<file path="src/rtl/mod_exp_engine.sv">
// mod_exp_engine: sequential modular exponentiation, result = base^exp mod N.
// Right-to-left square-and-multiply; each modular multiply is a bit-serial
// interleaved shift/add/reduce taking WORD_WIDTH cycles (multiplier MSB first).
// Optional feature macro: MOD_EXP_CYCLE_COUNT_EN adds the cycles_o busy-cycle count.
module mod_exp_engine #(
    parameter int WORD_WIDTH = 32
) (
    input  logic                  clk,
    input  logic                  rst,
    input  logic                  start,
    input  logic [WORD_WIDTH-1:0] base_i,
    input  logic [WORD_WIDTH-1:0] exp_i,
    input  logic [WORD_WIDTH-1:0] mod_i,
    output logic                  busy,
    output logic                  done,
    output logic                  err,
    output logic [WORD_WIDTH-1:0] result_o
`ifdef MOD_EXP_CYCLE_COUNT_EN
    ,
    output logic [31:0]           cycles_o
`endif
);

    localparam int CW = (WORD_WIDTH > 1) ? $clog2(WORD_WIDTH) : 1;

    typedef enum logic [2:0] {
        S_IDLE, S_REDUCE, S_CHECK, S_MUL, S_SQR, S_FINISH
    } state_t;

    state_t                state_q, state_d;
    logic [WORD_WIDTH-1:0] b_q, b_d, e_q, e_d, n_q, n_d, r_q, r_d;
    logic [WORD_WIDTH-1:0] result_q, result_d;
    logic [WORD_WIDTH:0]   acc_q, acc_d;
    logic [CW-1:0]         cnt_q, cnt_d;
    logic                  busy_q, busy_d, done_q, done_d, err_q, err_d;
`ifdef MOD_EXP_CYCLE_COUNT_EN
    logic [31:0]           cyc_q, cyc_d, cycles_q, cycles_d;
`endif

    // Modular-multiply step signals: operand select, one shift/add/reduce, last-bit flag.
    logic [WORD_WIDTH-1:0] mm_x, mm_y, mm_res;
    logic [WORD_WIDTH:0]   acc_dbl, acc_add, n_ext;
    logic                  mm_last;

    // One cycle of MM(x, y): acc = 2*acc mod N, then conditionally add x mod N.
    always_comb begin
        mm_x  = WORD_WIDTH'(1);
        mm_y  = b_q;
        if (state_q == S_MUL) begin
            mm_x = b_q;
            mm_y = r_q;
        end else if (state_q == S_SQR) begin
            mm_x = b_q;
            mm_y = b_q;
        end
        n_ext   = {1'b0, n_q};
        acc_dbl = {acc_q[WORD_WIDTH-1:0], 1'b0};
        if (acc_dbl >= n_ext) acc_dbl = acc_dbl - n_ext;
        acc_add = acc_dbl;
        if (mm_y[cnt_q]) begin
            acc_add = acc_dbl + {1'b0, mm_x};
            if (acc_add >= n_ext) acc_add = acc_add - n_ext;
        end
        mm_res  = acc_add[WORD_WIDTH-1:0];
        mm_last = (cnt_q == '0);
    end

    // Next-state and datapath update for the exponentiation sequencer.
    always_comb begin
        state_d  = state_q;
        b_d      = b_q;
        e_d      = e_q;
        n_d      = n_q;
        r_d      = r_q;
        result_d = result_q;
        acc_d    = acc_q;
        cnt_d    = cnt_q;
        busy_d   = busy_q;
        done_d   = 1'b0;
        err_d    = err_q;
`ifdef MOD_EXP_CYCLE_COUNT_EN
        cyc_d    = (state_q != S_IDLE) ? cyc_q + 32'd1 : cyc_q;
        cycles_d = cycles_q;
`endif
        unique case (state_q)
            S_IDLE: begin
                if (start) begin
                    b_d     = base_i;
                    e_d     = exp_i;
                    n_d     = mod_i;
                    r_d     = WORD_WIDTH'(1);
                    err_d   = 1'b0;
                    acc_d   = '0;
                    cnt_d   = CW'(WORD_WIDTH - 1);
                    busy_d  = 1'b1;
                    state_d = (mod_i == '0) ? S_FINISH : S_REDUCE;
`ifdef MOD_EXP_CYCLE_COUNT_EN
                    cyc_d   = '0;
`endif
                end
            end
            S_REDUCE, S_MUL, S_SQR: begin
                acc_d = {1'b0, mm_res};
                cnt_d = cnt_q - CW'(1);
                if (mm_last) begin
                    acc_d = '0;
                    cnt_d = CW'(WORD_WIDTH - 1);
                    if (state_q == S_MUL) begin
                        r_d     = mm_res;
                        state_d = S_SQR;
                    end else begin
                        b_d     = mm_res;
                        state_d = S_CHECK;
                        if (state_q == S_SQR) e_d = e_q >> 1;
                    end
                end
            end
            S_CHECK: begin
                if (e_q == '0)    state_d = S_FINISH;
                else if (e_q[0])  state_d = S_MUL;
                else              state_d = S_SQR;
            end
            S_FINISH: begin
                // N of 0 or 1 forces result 0; otherwise r is already below N
                // unless no multiply happened, in which case r is 1 < N.
                result_d = (n_q <= WORD_WIDTH'(1)) ? '0 : r_q;
                err_d    = (n_q == '0);
                done_d   = 1'b1;
                busy_d   = 1'b0;
                state_d  = S_IDLE;
`ifdef MOD_EXP_CYCLE_COUNT_EN
                cycles_d = cyc_q + 32'd1;
`endif
            end
            default: state_d = S_IDLE;
        endcase
    end

    // State and datapath registers; async reset discards any operation in progress.
    always_ff @(posedge clk or posedge rst) begin
        if (rst) begin
            state_q  <= S_IDLE;
            b_q      <= '0;
            e_q      <= '0;
            n_q      <= '0;
            r_q      <= '0;
            result_q <= '0;
            acc_q    <= '0;
            cnt_q    <= '0;
            busy_q   <= 1'b0;
            done_q   <= 1'b0;
            err_q    <= 1'b0;
`ifdef MOD_EXP_CYCLE_COUNT_EN
            cyc_q    <= '0;
            cycles_q <= '0;
`endif
        end else begin
            state_q  <= state_d;
            b_q      <= b_d;
            e_q      <= e_d;
            n_q      <= n_d;
            r_q      <= r_d;
            result_q <= result_d;
            acc_q    <= acc_d;
            cnt_q    <= cnt_d;
            busy_q   <= busy_d;
            done_q   <= done_d;
            err_q    <= err_d;
`ifdef MOD_EXP_CYCLE_COUNT_EN
            cyc_q    <= cyc_d;
            cycles_q <= cycles_d;
`endif
        end
    end

    assign busy     = busy_q;
    assign done     = done_q;
    assign err      = err_q;
    assign result_o = result_q;
`ifdef MOD_EXP_CYCLE_COUNT_EN
    assign cycles_o = cycles_q;
`endif

endmodule

</file>
<file path="config.mk">
export PLATFORM = sky130hd
export DESIGN_NAME = mod_exp_engine
export DESIGN_NICKNAME = d
export VERILOG_FILES = /design/src/rtl/mod_exp_engine.sv
export SDC_FILE = /design/constraint.sdc
export NUM_CORES = 1
export LEC_CHECK = 0
export CORE_MARGIN = 2
export CORE_UTILIZATION = 45
export DETAILED_ROUTE_END_ITERATION = 16
export SYNTH_ARGS = -nofsm -noshare
export SYNTH_HDL_FRONTEND = slang
export SYNTH_SLANG_ARGS = --single-unit
</file>
<file path="constraint.sdc">
create_clock -name clk -period 12.2 [get_ports clk]
set_input_delay 2.44 -clock clk [delete_from_list [all_inputs] [get_ports clk]]
set_output_delay 2.44 -clock clk [all_outputs]
set_load 0.005 [all_outputs]
</file>
==> flow_summary.toml <==
[placed_design]
numPortBuffers = 133
hpwlAfterDp_um = 44500
gp_congestion = 1.04

[sta]
clock.fmax_mhz = 107
post-route-period-util = 0.766
setup_viol = 0
setup_tns_ns = 0
skew_ns = 0.0191
hold_violations = 0
period_minus_slack_ns = 9.35
maxSlewViolCount = 0
slew_headroom = 0.144
rsz0062_at_grt = "false"
timing_worst_slew_pin_value_ns = 1.28

[global_route]
grt-ovfl-total = 0
grt_pass1_vias = 14800
antenna_found_initial = 0
grt_usage = 0.322
grt_pass1_wl_um = 89100
grt_max_degree = 76

[detailed_routing]
first_pass_iters = 5
post_drt_wl_per_cell_um = 23.3
ant_nets = 0
drcViolationCount = 0
finalWirelength_um = 57900
vias = 15300
drt_first_iter_violations = 1498
viasPerCell = 6.18

[critical_path]
crit_arrival_ns = 9.78
reg2reg_slack_ns = 2.85
reg2reg_to = "acc_q[27]$_DFFE_PP0P_"
cp_max_fo = 37
crit_end = "acc_q[27]$_DFFE_PP0P_"
reg2reg_depth = 29
critical_path_required_ns = 12.63
cp-end-kind = "flop"
critPathMaxStageDelay_ns = 0.81
start_kind = "flop"
worstSetupPathType = "reg2reg"
cp_slowest_cell = "o21ai_0"
worstSetupStartpoint = "n_q[3]$_DFFE_PP0P_"
r2r_start = "n_q[3]$_DFFE_PP0P_"

[logic_synthesis]
ys_warn_count = 0
synth.distinct_cells = 81
synth_cells = 1920
synth-seq-cells = 203
synthAdderAreaFrac = 0.0817
syn_area_per_cell_sq_um = 8.12
synth-edff-count = 0
synth-simple-area-share = 0.206
synth_top_family_by_area = "compound AO/OA/AOI/OAI gates"
synth_compound_area_frac = 0.259
syn_area_sq_um = 15600
async_flop_share = 1.00
synth_seq_area_share = 0.326
muxShareOfSynthArea = 0.0353
synth-xor-area-share = 0.0471
synthFlopType = "dfrtp_1"
synth_nets = 2119

[clock_network]
clock_latency_ns = 0.56
cts_buffer_depth = 3
cts_tree = "done"
cts-root-buf = "clkbuf_16"
cts.reportedPaths.clkPinSlew_ns = 0.06
post-cts-setup-buffer-count = 0
htreeDepth = 1
ctsResizeCount = 0
cts_sinks = 203
holdBufCountCts = 0
cts_buffers = 26

[final_layout]
syn2layout_area_growth_pct = 17.1
drive_above_1_share = 0.0701
multiInputGateArea_sq_um = 9860
layout.nets = 2205
regArea_sq_um = 5080
diodes = 0
fillerInstances = 3271

[run]
drv_cap = 0

[die]
core-area_sq_um = 34300
io_pins = 134
initial_core_util = 0.455
core.rowCount = 68
die_w_um = 190
fp.dieH_um = 190
fp.dieArea_sq_um = 36100

[outcome]
status = "finished, final reports clean"

[worst_hold_path]
hp-class = "reg2reg"
placed cells by master, fill, tap and decap left out, types with 50 or more instances in the layout:
cell and instances:
inv_1 76, nand3_1 50, xnor2_1 52, nor2_1 125, a31oi_1 50, dfrtp_1 203, nand2_1 329, ha_1 97
a21oi_1 116, clkdlybuf4s50_1 133, o21ai_0 187
kinds of logic after synthesis:
kind of cell	Yosys count
AND/OR/NAND/NOR	700
buffers and inverters	178
flip-flops	203
XOR/XNOR	83
AO/OA/AOI/OAI	623
adder cells (fa/ha/maj)	100
multiplexers	33
critical path, delay by kind of cell (launching register included):
family                   cells  cell delay [ns]
flip-flops                   1             0.46
XOR/XNOR                     1             0.22
AND/OR/NAND/NOR              6             1.54
AO/OA/AOI/OAI               15             5.17
adder cells (fa/ha/maj)      3             1.12
buffers and inverters        4             0.71
cell type report:
cell class | count | area share
multi-input cells | 1539 | 0.540
flip-flops and latches | 203 | 0.278
repair buffers | 158 | 0.0832
clock buffers | 36 | 0.0410
well taps | 455 | 0.0312
inverters | 78 | 0.0165
clock inverters | 11 | 0.00932
how the worst min path moves through the flow:
stage / from / end / slack [ns] / depth (start not counted)
2_1_floorplan: b_q[31]$_DFFE_PP0P_ / b_q[31]$_DFFE_PP0P_ / 0.46 / 2
3_3_place_gp: busy$_DFFE_PP0P_ / busy$_DFFE_PP0P_ / 0.46 / 2
3_5_place_dp: result_o[3]$_DFFE_PP0P_ / result_o[3]$_DFFE_PP0P_ / 0.47 / 2
4_1_cts: result_o[3]$_DFFE_PP0P_ / result_o[3]$_DFFE_PP0P_ / 0.49 / 2
5_1_grt: result_o[3]$_DFFE_PP0P_ / result_o[3]$_DFFE_PP0P_ / 0.50 / 2
6_report: result_o[3]$_DFFE_PP0P_ / result_o[3]$_DFFE_PP0P_ / 0.48 / 2
synthesized netlist by cell type (8+ instances only):
master	count	area (sq um)
xor2_1	30	263
o21ai_0	187	936
a211oi_1	35	263
a211o_1	11	96.3
o211ai_1	29	218
nand2_1	329	1230
nand4_1	16	100
o21bai_1	12	90.1
a21oi_1	119	596
nor3_1	17	85.1
a21o_1	33	248
or2_2	15	93.8
nand2b_1	13	81.3
nor2b_1	37	231
dfrtp_1	203	5080
mux4_2	17	383
nor2_1	128	480
and3_1	21	131
inv_1	77	289
a31o_2	10	87.6
nor4_1	32	200
buf_2	9	45.0
ha_1	97	1210
a32o_1	21	210
o21a_1	10	75.1
mux2i_1	10	100
clkbuf_1	85	319
and2_1	15	93.8
o31ai_1	24	180
o21ai_1	8	40.0
a31oi_1	50	313
nand3_1	50	250
xnor2_1	52	455
sequential cells by signal, summed over array words and instances (netlist names), 3 cells and up:
| signal | count |
|---|---|
| n_q | 32 |
| e_q | 32 |
| result_o | 32 |
| b_q | 32 |
| state_q | 3 |
| acc_q | 32 |
| cnt_q | 5 |
| r_q | 32 |
per-layer routing:
| layer | GRT usage | vias up | routed length (um) |
|---|---|---|---|
| met5 | 0 | - | 0 |
| met4 | 0.143 | 0 | 3000 |
| met3 | 0.0242 | 142 | 3170 |
| met2 | 0.528 | 589 | 26800 |
| met1 | 0.439 | 7419 | 24900 |
| li1 | - | 7184 | - |
through the flow:
stage / setup WS, ns / hold WS [ns] / instance area [sq um] / instances / util
floorplan: 4.22 / 0.458 / 15600 / 1920 / -
global placement: 3.53 / 0.463 / 17300 / 2433 / 0.506
detailed placement: 3.29 / 0.471 / 17300 / 2433 / 0.506
CTS: 3.24 / 0.485 / 18300 / 2480 / 0.532
global route: 2.50 / 0.502 / 18300 / 2480 / 0.532
finish: 2.85 / 0.481 / 18300 / 2480 / 0.532
Power is not shown: default switching activity piles up to over one toggle a cycle in this logic, so the estimate is an artifact.
